<file path="config.mk">
export PLATFORM = sky130hd
export DESIGN_NAME = mem_access_unit
export DESIGN_NICKNAME = d
export VERILOG_FILES = /design/src/rtl/mem_access_unit.sv
export SDC_FILE = /design/constraint.sdc
export NUM_CORES = 1
export LEC_CHECK = 0
export ABC_AREA = 1
export BUFFER_PORTS_ARGS = -buffer_cell sky130_fd_sc_hd__clkbuf_2
export CAP_MARGIN = 15
export CORE_MARGIN = 4
export CORE_UTILIZATION = 50
export CTS_CLUSTER_SIZE = 10
export DETAILED_ROUTE_END_ITERATION = 16
export GPL_ROUTABILITY_DRIVEN = 0
export PLACE_DENSITY = 0.8
export SLEW_MARGIN = 20
export SYNTH_ARGS = -nofsm -noshare
export SYNTH_HDL_FRONTEND = slang
export SYNTH_SLANG_ARGS = --single-unit
</file>
<file path="constraint.sdc">
create_clock -name clk -period 4 [get_ports clk]
set_input_delay 0 -clock clk [delete_from_list [all_inputs] [get_ports clk]]
set_output_delay 0 -clock clk [all_outputs]
set_load 0.05 [all_outputs]
</file>
<file path="src/rtl/mem_access_unit.sv">
// Memory-stage data access controller: converts load/store controls into a
// req/ack transaction on a multi-cycle data memory and stalls the pipeline meanwhile.
//
// state | meaning
// IDLE  | evaluate the memory-stage instruction; issue request or flag misalignment
// WAIT  | request outstanding, counting edges until ack or timeout
// DONE  | result valid in ReadDataM, pipeline advances on this edge
module mem_access_unit #(
   parameter int TIMEOUT = 15
) (
   input  logic        clk,
   input  logic        rst,
   input  logic        MemReadM,
   input  logic        MemWriteM,
   input  logic [31:0] ALUOutM,
   input  logic [31:0] WriteDataM,
   output logic [31:0] ReadDataM,
   output logic        StallM,
   output logic        FaultM,
   output logic        dmem_req,
   output logic        dmem_we,
   output logic [31:0] dmem_addr,
   output logic [31:0] dmem_wdata,
   input  logic [31:0] dmem_rdata,
   input  logic        dmem_ack
);

   localparam int CW = ($clog2(TIMEOUT + 1) > 4) ? $clog2(TIMEOUT + 1) : 4;
   localparam logic [CW-1:0] CNT_LAST = CW'(TIMEOUT - 1);

   localparam logic [1:0] IDLE = 2'd0;
   localparam logic [1:0] WAIT = 2'd1;
   localparam logic [1:0] DONE = 2'd2;

   logic [1:0]    state;
   logic [CW-1:0] cnt;
   logic          access;
   logic          aligned;

   assign access  = MemReadM | MemWriteM;
   assign aligned = (ALUOutM[1:0] == 2'b00);
   assign StallM  = ((state == IDLE) && access && aligned) || (state == WAIT);

   // Falling edge: shares the edge with the pipeline segment registers.
   always_ff @(negedge clk or posedge rst) begin
      if (rst) begin
         state      <= IDLE;
         cnt        <= '0;
         ReadDataM  <= '0;
         FaultM     <= 1'b0;
         dmem_req   <= 1'b0;
         dmem_we    <= 1'b0;
         dmem_addr  <= '0;
         dmem_wdata <= '0;
      end else begin
         case (state)
            IDLE: begin
               if (access && aligned) begin
                  dmem_addr  <= ALUOutM;
                  dmem_wdata <= WriteDataM;
                  dmem_we    <= MemWriteM;
                  dmem_req   <= 1'b1;
                  cnt        <= '0;
                  FaultM     <= 1'b0;
                  state      <= WAIT;
               end else if (access) begin
                  FaultM    <= 1'b1;
                  ReadDataM <= '0;
               end else begin
                  FaultM <= 1'b0;
               end
            end
            WAIT: begin
               if (dmem_ack) begin
                  // Store (including load+store) returns zero; rdata is ignored.
                  ReadDataM <= dmem_we ? 32'h0 : dmem_rdata;
                  dmem_req  <= 1'b0;
                  dmem_we   <= 1'b0;
                  state     <= DONE;
               end else if (cnt == CNT_LAST) begin
                  dmem_req  <= 1'b0;
                  ReadDataM <= '0;
                  FaultM    <= 1'b1;
                  state     <= DONE;
               end else begin
                  cnt <= cnt + 1'b1;
               end
            end
            DONE: begin
               FaultM <= 1'b0;
               state  <= IDLE;
            end
            default: state <= IDLE;
         endcase
      end
   end

endmodule

</file>
* Yosys cells after proc, flatten, opt, wreduce, memory -nomap -nowiden *
Cells that the tools add are included.

word-level totals
  register bits after elaboration = 105
  input port bits = 101
  output and inout port bits = 100
  logic and storage cells = 62

cells by class
  add/sub/neg operators = 1
  equality and inequality tests = 11
  muxes and demuxes = 26
  bitwise operators = 1
  reduce and logical (&&, ||, !) cells = 15

operators with widths
  kind                                                                      number
  32-bit 2-to-1 mux                                                         5
  32-bit one-hot mux with 2 select lines                                    1
  4-bit 2-to-1 mux                                                          3
  2-bit inequality test (second input constant)                             5
  1-bit 2-to-1 mux                                                          9
  3-bit AND reduction                                                       3
  4-bit one-hot mux with 2 select lines                                     1
  4-bit AND reduction                                                       2
  2-bit 2-to-1 mux                                                          3
  4-bit by 1-bit adder with 4-bit output (second input constant)            1
  4-bit equality test (second input constant)                               1
  2-bit logical NOT                                                         2
  2-bit by 1-bit inequality test with 1-bit output (second input constant)  2
  1-bit one-hot mux with 2 select lines                                     2
  2-bit one-hot mux with 2 select lines                                     1
  2-bit AND reduction                                                       2
  1-bit logical AND                                                         3
  3-bit by 2-bit inequality test with 1-bit output (second input constant)  1
  1-bit one-hot mux with 3 select lines                                     1
  3-bit nonzero test                                                        1
  2-bit by 1-bit equality test with 1-bit output (second input constant)    1
  2-bit equality test (second input constant)                               1
  2-bit nonzero test                                                        1
  1-bit logical OR                                                          1
  1-bit bitwise OR                                                          1

* Longest topological paths before layout *
  word-level depth = 4
  depth in mapped cells = 10
  gate-level depth less buffers = 9

==> metrics <==
status finished, final reports clean; Die X about 110 um; XOR/XNOR Fraction of Synth Area 0; leakage ~0.0037 uW; Adder-Cell Fraction of Synth Area 0.0184; DP Wirelength between 8 and 9 mm; maxcap violations 0; register bit total from synthesis 105; vias after detailed routing around 4,400; DR iter-0 viols between 200 and 250; Placement Rows 35; Slew @ Worst Pin just under 0.8 ns; Syn Nets 695; element type at the critical path start flop; # resized after CTS 0; pwr/cell area slightly above 900 nW/um^2; CTS Root Cell clkbuf_8; I/O Buffers 200; Starting Density 0.514; quantity of hold-fixing buffers added after cts 0; clock sink count 105; final setup fails 0; share of the synthesized area in the top cell type 0.553; Crit Path Class reg -> out; clk_lat worst skew about 0.34 ns; first-pass GRT wire length 20.2 mm; total power draw around 5600 uW; mux cell area share after synthesis 0; clock skew just over 0.009 ns; CTS tree done; nets@finish 880; unrepaired setup endpoints after global routing no; aggregate global routing overflow 0; P&R area growth vs syn 27.4%; post-route insts no fill 906; # diodes 0; cell accounting for the most synthesized area dfrtn_1; Die ar. between 10,000 and 15,000 um^2; Min-Delay Path Depth 2; Place WS 0.746 ns; register-to-register setup slack about 1.7 ns; vias in the first global route 4,377; setup bufs post-CTS 0; maximum number of pins on one net before global-route repair roughly 110; initial antenna violation count 0; largest family of logic cells by synthesized area simple AND/OR/NAND/NOR gates; setup TNS 0 ns; DRC violations left 0; TritonCTS buffer count 9; syn_area_per_cell slightly above 8 um^2; setup ws final 0.366 ns; sequential-to-total area share from yosys stat 0.553; synthesized area 4750 um^2; Routed WL around 12 mm; CP arrival roughly 3.6 ns; minimum hold slack between 0.4 and 0.5 ns; Syn Inst Count 587; Hold EP dmem_addr[6]; compound-cell area share of the yosys netlist 0.00659; reg-to-reg endpoint ReadDataM[31]; synth unique cells 19; Max VDD drop about 570 uV; # IOs 201; Hold Crit Class reg -> reg; Synth Area in Simple Gates 0.337; Die Y roughly 110 um; R2R depth 7; Clock transition at path regs 0.07 ns; Max Slew Vio Count 0; Initial DRT Pass Iterations 4; DRT antenna net count 0; Core ar. slightly above 9000 um^2; min-delay src dmem_addr[6]; placed cell count between 800 and 900; Synth area leaders dfrtn_1 55%, nand2_1 18%, nand3_1 11%; GR Util All Layers 0.220; layout cells sized above 1 0.301; crit path from state[1]; CTS Buffer Depth 2; worst r2r src state[1]; Hold Vio Cnt, Final 0; CP Max Fanout 9; DR vias/cell 4.87; H-tree levels 3; crit end category output pin; Slew headroom 0.473; WL/cell roughly 13 um; Crit path required time roughly 4.0 ns; Yosys Warn Count 0
-- layout by cell type, fill, tap and decap left out, types with 2 or more instances in the layout --
master / instances
inv_6: 2
nand2_2: 2
bufinv_16: 2
clkbuf_8: 9
inv_1: 53
o21ai_0: 2
inv_8: 2
nand3_1: 103
buf_12: 2
buf_4: 7
nor2_1: 44
ha_1: 6
dfrtn_1: 105
nor2_2: 2
nand4_1: 2
clkbuf_2: 199
nand2_1: 226
clkinvlp_4: 2
-- synth_stat cells (all sizes together) --
master,number
a21oi,2
buf,33
clkbuf,1
dfrtn,105
ha,7
inv,54
nand2,228
nand2b,1
nand3,105
nand4,2
nor2,47
o21ai,2
-- area by class of cell --
class | count | area [um^2]
flip-flops and latches | 105 | 2630
multi-input cells | 394 | 1730
well taps | 129 | 161
clock inverters | 7 | 108
fillers | 817 | 3190
repair buffers | 208 | 1090
clock buffers | 9 | 124
inverters | 54 | 206
-- metal layers --
metal	share of wire	wire length [um]	GRT usage	vias to the layer above
met3	0.076	912	0.0496	28
met1	0.42	5000	0.284	2030
met5	0	0	0	-
met2	0.48	5790	0.365	179
met4	0.024	288	0.0797	0
li1	-	-	-	2174
-- flip-flops by register name (all words and copies together), names as in the netlist --
signal      cells
ReadDataM      32
dmem_addr      32
dmem_wdata     32
cnt             4
state           2
FaultM          1
dmem_req        1
dmem_we         1
-- logic make-up after synthesis --
group / count (synthesis)
buf+inv: 88
compound gates: 4
fa+ha+maj: 7
simple gates: 383
flops: 105
-- critical path, cell delays in order (launching register included) --
cell and delay (ns):
dfrtn_1 0.38, inv_1 0.14, ha_1 0.36, inv_1 0.14, nand2_1 0.14, buf_12 0.15
-- power breakdown --
part	switching [uW]	internal, uW
combinational	2430	629
clock	382	366
sequential	248	1510
-- worst max path at each step --
| stage | to | slack [ns] |
|---|---|---|
| 6_report | StallM | 0.37 |
| 5_1_grt | StallM | 0.26 |
| 4_1_cts | StallM | 0.36 |
| 3_5_place_dp | StallM | 0.75 |
| 3_3_place_gp | StallM | 0.80 |
| 2_1_floorplan | StallM | 0.51 |
-- per-stage QoR --
step / cell area (um^2) / utilization
5_1_grt: 6050 / 0.655
3_3_place_gp: 5820 / 0.630
6_report: 6050 / 0.655
3_5_place_dp: 5820 / 0.630
4_1_cts: 6050 / 0.655
2_1_floorplan: 4750 / -
Note: power is estimated with default switching activity, not from simulation.
